[src/rtl/reg_write_arbiter_if.sv]
// Bus bundle between four register-write requesters and reg_write_arbiter.
// master = requester side, slave = arbiter side.
interface reg_write_arbiter_if #(
  parameter int DW = 8
);
  logic [3:0]    req;
  logic [DW-1:0] wdata0;
  logic [DW-1:0] wdata1;
  logic [DW-1:0] wdata2;
  logic [DW-1:0] wdata3;
  logic [3:0]    gnt;
  logic [3:0]    ack;
  logic          load_out;
  logic [DW-1:0] data_out;
  logic [1:0]    owner;
  logic [7:0]    wr_count;
  logic          busy;

  modport master (
    output req, wdata0, wdata1, wdata2, wdata3,
    input  gnt, ack, load_out, data_out, owner, wr_count, busy
  );

  modport slave (
    input  req, wdata0, wdata1, wdata2, wdata3,
    output gnt, ack, load_out, data_out, owner, wr_count, busy
  );
endinterface

[src/rtl/reg_write_arbiter.sv]
// Four-requester arbiter feeding one shared register: IDLE -> LOAD -> DONE per write.
// Round-robin by default; define ARB_FIXED_PRIO_EN for lowest-index-wins priority.
module reg_write_arbiter #(
  parameter int DW = 8
) (
  input  logic                Clk,
  input  logic                reset,
  reg_write_arbiter_if.slave  bus
);

  typedef enum logic [1:0] {
    IDLE = 2'd0,
    LOAD = 2'd1,
    DONE = 2'd2
  } state_t;

  state_t        state_q, state_d;
  logic [3:0]    gnt_q, gnt_d;
  logic [3:0]    ack_q, ack_d;
  logic          load_q, load_d;
  logic [DW-1:0] data_q, data_d;
  logic [1:0]    owner_q, owner_d;
  logic [7:0]    cnt_q, cnt_d;
  logic          busy_q, busy_d;
`ifndef ARB_FIXED_PRIO_EN
  logic [1:0]    last_q, last_d;
`endif

  logic [DW-1:0] wdata [4];
  logic [1:0]    win;
  logic [1:0]    cand;
  logic          found;

  always_comb begin
    wdata[0] = bus.wdata0;
    wdata[1] = bus.wdata1;
    wdata[2] = bus.wdata2;
    wdata[3] = bus.wdata3;
  end

`ifdef ARB_FIXED_PRIO_EN
  always_comb begin
    win   = '0;
    cand  = '0;
    found = 1'b0;
    for (int unsigned i = 0; i < 4; i++) begin
      cand = i[1:0];
      if (!found && bus.req[cand]) begin
        win   = cand;
        found = 1'b1;
      end
    end
  end
`else
  // Search starts one past the last winner; 2-bit add wraps mod 4.
  always_comb begin
    win   = '0;
    cand  = '0;
    found = 1'b0;
    for (int unsigned k = 1; k <= 4; k++) begin
      cand = last_q + k[1:0];
      if (!found && bus.req[cand]) begin
        win   = cand;
        found = 1'b1;
      end
    end
  end
`endif

  always_comb begin
    state_d = state_q;
    gnt_d   = gnt_q;
    ack_d   = ack_q;
    load_d  = load_q;
    data_d  = data_q;
    owner_d = owner_q;
    cnt_d   = cnt_q;
`ifndef ARB_FIXED_PRIO_EN
    last_d  = last_q;
`endif
    case (state_q)
      IDLE: begin
        ack_d = '0;
        if (bus.req != '0) begin
          state_d = LOAD;
          gnt_d   = 4'b0001 << win;
          load_d  = 1'b1;
          data_d  = wdata[win];
          owner_d = win;
`ifndef ARB_FIXED_PRIO_EN
          last_d  = win;
`endif
        end else begin
          gnt_d  = '0;
          load_d = 1'b0;
        end
      end
      LOAD: begin
        state_d = DONE;
        gnt_d   = '0;
        load_d  = 1'b0;
        ack_d   = 4'b0001 << owner_q;
        cnt_d   = cnt_q + 8'd1;
      end
      DONE: begin
        state_d = IDLE;
        ack_d   = '0;
      end
      default: begin
        state_d = IDLE;
        gnt_d   = '0;
        ack_d   = '0;
        load_d  = 1'b0;
      end
    endcase
    busy_d = (state_d != IDLE);
  end

  always_ff @(posedge Clk or negedge reset) begin
    if (!reset) begin
      state_q <= IDLE;
      gnt_q   <= '0;
      ack_q   <= '0;
      load_q  <= 1'b0;
      data_q  <= '0;
      owner_q <= '0;
      cnt_q   <= '0;
      busy_q  <= 1'b0;
`ifndef ARB_FIXED_PRIO_EN
      last_q  <= 2'd3;
`endif
    end else begin
      state_q <= state_d;
      gnt_q   <= gnt_d;
      ack_q   <= ack_d;
      load_q  <= load_d;
      data_q  <= data_d;
      owner_q <= owner_d;
      cnt_q   <= cnt_d;
      busy_q  <= busy_d;
`ifndef ARB_FIXED_PRIO_EN
      last_q  <= last_d;
`endif
    end
  end

  assign bus.gnt      = gnt_q;
  assign bus.ack      = ack_q;
  assign bus.load_out = load_q;
  assign bus.data_out = data_q;
  assign bus.owner    = owner_q;
  assign bus.wr_count = cnt_q;
  assign bus.busy     = busy_q;

endmodule

[src/flat_wrapper.sv]
// flat-port wrapper written by rule: the top's interface ports become plain ports
module reg_write_arbiter_flat 
#(
  parameter int DW = 8
)
  (Clk, reset, bus_req, bus_wdata0, bus_wdata1, bus_wdata2, bus_wdata3, bus_gnt, bus_ack, bus_load_out, bus_data_out, bus_owner, bus_wr_count, bus_busy);
  reg_write_arbiter_if #(.DW(DW)) bus_i ();
  input  logic Clk;
  input  logic reset;
  input wire logic [$bits(bus_i.req)-1:0] bus_req;
  input wire logic [$bits(bus_i.wdata0)-1:0] bus_wdata0;
  input wire logic [$bits(bus_i.wdata1)-1:0] bus_wdata1;
  input wire logic [$bits(bus_i.wdata2)-1:0] bus_wdata2;
  input wire logic [$bits(bus_i.wdata3)-1:0] bus_wdata3;
  output wire logic [$bits(bus_i.gnt)-1:0] bus_gnt;
  output wire logic [$bits(bus_i.ack)-1:0] bus_ack;
  output wire logic [$bits(bus_i.load_out)-1:0] bus_load_out;
  output wire logic [$bits(bus_i.data_out)-1:0] bus_data_out;
  output wire logic [$bits(bus_i.owner)-1:0] bus_owner;
  output wire logic [$bits(bus_i.wr_count)-1:0] bus_wr_count;
  output wire logic [$bits(bus_i.busy)-1:0] bus_busy;
  assign bus_i.req = bus_req;
  assign bus_i.wdata0 = bus_wdata0;
  assign bus_i.wdata1 = bus_wdata1;
  assign bus_i.wdata2 = bus_wdata2;
  assign bus_i.wdata3 = bus_wdata3;
  assign bus_gnt = bus_i.gnt;
  assign bus_ack = bus_i.ack;
  assign bus_load_out = bus_i.load_out;
  assign bus_data_out = bus_i.data_out;
  assign bus_owner = bus_i.owner;
  assign bus_wr_count = bus_i.wr_count;
  assign bus_busy = bus_i.busy;
  reg_write_arbiter #(.DW(DW)) u_core (.Clk(Clk), .reset(reset), .bus(bus_i));
endmodule
[config.mk]
export PLATFORM = sky130hd
export DESIGN_NAME = reg_write_arbiter_flat
export DESIGN_NICKNAME = d
export VERILOG_FILES = /design/src/rtl/reg_write_arbiter_if.sv /design/src/rtl/reg_write_arbiter.sv /design/src/flat_wrapper.sv
export SDC_FILE = /design/constraint.sdc
export NUM_CORES = 1
export LEC_CHECK = 0
export CORE_MARGIN = 8
export CORE_UTILIZATION = 45
export DETAILED_ROUTE_END_ITERATION = 6
export PLACE_DENSITY = 0.83
export SLEW_MARGIN = 20
export SYNTH_ARGS = -nofsm -noshare
export SYNTH_HDL_FRONTEND = slang
export SYNTH_SLANG_ARGS = --single-unit
export TNS_END_PERCENT = 5
[constraint.sdc]
create_clock -name Clk -period 2.48 [get_ports Clk]
set_input_delay 0.496 -clock Clk [delete_from_list [all_inputs] [get_ports Clk]]
set_output_delay 0.496 -clock Clk [all_outputs]
set_load 0.02 [all_outputs]
==> results.toml <==
[status]
status = "finished, final reports clean"

[drt]
viasPerCell = 5.10
drt_iter0_markers = 47
num_vias = 1254
drc = 0
firstDrtPassIters = 4
drt.antenna.violating_nets = 0
wire_per_inst_um = 15.4
routed_wirelength_mm = 3.79

[sta]
layout_setup_ws_ps = 543
finalCriticalPeriod_ps = 1940
maxSlewHeadroom = 0.744
holdWs_ps = 475
grt_setup_unrepaired = "no"
finalHoldViolations = 0
tightest_slew_ps = 384
fin_skew_ps = 10.8
finalSetupViolations = 0
min_period_over_period = 0.781
fmax_mhz = 516
slew_violations = 0
setup_tns_ps = 0

[yosys]
synth_edf_count = 0
avgSynthCellArea_sq_um = 11.7
ys_top_cells_by_area = "dfrtp_1 (50%), mux2i_1 (11%), nand2_1 (5.8%), o221ai_1 (4.7%), xnor2_1 (4.1%)"
postSynthCellCount = 128
yosysWarnings = 0
async_reset_ff_frac = 1.00
synth_fp_nets = 167
synth_area_sq_um = 1500
synth_top_cell_area_share = 0.501
ys_seq_area_frac = 0.536
synth_seq_cells = 32
synthFlopType = "dfrtp_1"
synth.distinct_cells = 38
yosysTopAreaCell = "dfrtp_1"

[clock_network]
cts_buffers = 5
h-tree-depth = 2
postCtsHoldBufs = 0
clock-sinks = 32
post-cts-setup-buffers = 0
cts-root-buf = "clkbuf_4"
cts_tree = "yes"
cts_resized = 0
clkLatencyLatePin_ps = 330
cts_max_path_buffers = 2
path_clk_slew_ps = 90

[setup_path]
r2r_cells = 4
timing.rr.end = "u_core.bus.data_out[0]$_DFFE_PN0P_"
crit_buf_inv = 1
slowest_delay_ps = 650
r2r_slack_ps = 750
start_kind = "flop"
path_delay_family = "buffers and inverters"
critPathRequiredTime_ps = 1980
endpoint_kind = "primary output"
path_class = "flop to primary output"
endpoint = "bus_wr_count[1]"
worstSetupStartpoint = "u_core.bus.wr_count[1]$_DFFE_PN0P_"
cp_cell_sequence = "clkdlybuf4s50_1"
path_depth = 1
critPathMaxFanout = 6
cp_slowest_cell = "clkdlybuf4s50_1"
worstPathArrival_ps = 1440
rr_startpoint = "u_core.last_q[1]$_DFFE_PN1P_"

[power_and_ir_drop]
p_per_area_nw_per_um2 = 1170
irDropWorstVdd_mv = 0.526
p_leak_nw = 0.988
p_sw_mw = 1.06
internal-power_mw = 1.59
power_frac_clock = 0.115
switching_share = 0.400
combPwrFrac = 0.527
p_seq_frac = 0.358

[placement]
hpwl_mm = 3.02
gp_congestion = 0.729
dp_worst_setup_slack_ps = 243
placed_area_sq_um = 2210
port_buffers = 65

[floorplan]
num_rows = 21
core-area_sq_um = 3260
num_io_pins = 66
initial_core_util = 0.460
die_h_um = 73.7
die-width_um = 73.7
die-area_sq_um = 5430

[hold_path]
min-delay-start = "u_core.bus.wr_count[7]$_DFFE_PN0P_"
min-delay-path-class = "flop to flop"

[finish]
multi_input_area_sq_um = 661
final_area_sq_um = 2270
drive_gt1_frac = 0.0950
synthToLayoutAreaGrowth_pct = 51.3
fill_cells = 280
n_antenna_cell = 0
fin_nets = 238
regArea_sq_um = 803

[run]
drv_cap = 0

[global_route]
grt_max_degree = 33
grt_overflow = 0
grt_antenna_before_repair = 0
track_usage = 0.149
grt_pass1_wl_mm = 6.09
grt_pass1_vias = 1347
[power by group through the flow]
stage / clock, mW / sequential (mW) / combinational, mW
finish: 0.305 / 0.945 / 1.39
global route: 0.338 / 0.973 / 1.52
CTS: 0.310 / 0.945 / 1.42
detailed placement: 0 / 0.951 / 1.42
global placement: 0 / 0.950 / 1.37
floorplan: 0 / 1.15 / 0.604
[flip-flops by register name (all words and copies together) (netlist names)]
signal,count
u_core.bus.load_out,1
u_core.bus.data_out,8
u_core.bus.busy,1
u_core.bus.ack,4
u_core.bus.wr_count,8
u_core.bus.owner,2
u_core.state_q,2
u_core.last_q,2
u_core.bus.gnt,4
[kinds of logic (layout without fill, tap and decap cells)]
logic type,after synthesis,count (layout),synth area share
AO/OA/AOI/OAI,21,21,0.124
XOR/XNOR,7,7,0.0409
adder cells (fa/ha/maj),1,1,0.00835
buffers and inverters,5,77,0.0234
flip-flops,32,32,0.536
multiplexers,17,17,0.114
AND/OR/NAND/NOR,45,45,0.154
[final cells by class]
type                    count  share of cell area
flip-flops and latches     32               0.354
repair buffers             67               0.299
multi-input cells          91               0.291
clock buffers               8              0.0259
well taps                  46              0.0254
inverters                   2             0.00386
[synthesized netlist by cell type, types with 2 or more instances]
cell type	number
nand3_1	3
dfstp_2	2
buf_6	2
dfrtp_1	30
nand4_1	2
o21a_1	2
o221ai_1	8
and3_1	2
nor2_1	3
nand2_1	23
mux2i_1	17
xnor2_1	7
a22o_1	2
[metal layers]
| metal | vias up | part of all wire | global-route usage | wire length [um] |
|---|---|---|---|---|
| met2 | 54 | 0.49 | 0.243 | 1870 |
| met3 | 6 | 0.10 | 0.0887 | 395 |
| met4 | 0 | 0.013 | 0.0599 | 48 |
| met1 | 591 | 0.39 | 0.150 | 1470 |
| met5 | - | 0 | 0 | 0 |
| li1 | 603 | - | - | - |
[cell usage in the layout (no fill, tap or decap), types with 2 or more instances in the layout]
master and count:
nand2_1 23, dfstp_2 2, nand3_1 3, clkbuf_1 2
dfrtp_1 30, and3_1 2, xnor2_1 7, mux2i_1 17
a22o_1 2, o21a_1 2, nand4_1 2, o221ai_1 8
clkbuf_4 5, clkdlybuf4s50_1 65, nor2_1 3
[stage by stage]
step                 util  total power, mW  instances
floorplan               -             1.75        128
global placement    0.678             2.32        238
detailed placement  0.678             2.37        238
CTS                 0.696             2.67        246
global route        0.696             2.83        246
finish              0.696             2.64        246
[worst min-delay path by stage]
stage,end,slack (ps),depth (start not counted)
after detailed placement,u_core.bus.wr_count[7]$_DFFE_PN0P_,470,1
after floorplan,u_core.bus.ack[0]$_DFF_PN0_,200,0
after global placement,u_core.bus.wr_count[7]$_DFFE_PN0P_,460,1
after CTS,u_core.bus.wr_count[7]$_DFFE_PN0P_,490,1
after global routing,u_core.bus.wr_count[7]$_DFFE_PN0P_,500,1
final,u_core.bus.wr_count[7]$_DFFE_PN0P_,480,1
(Power assumes the default switching activity.)
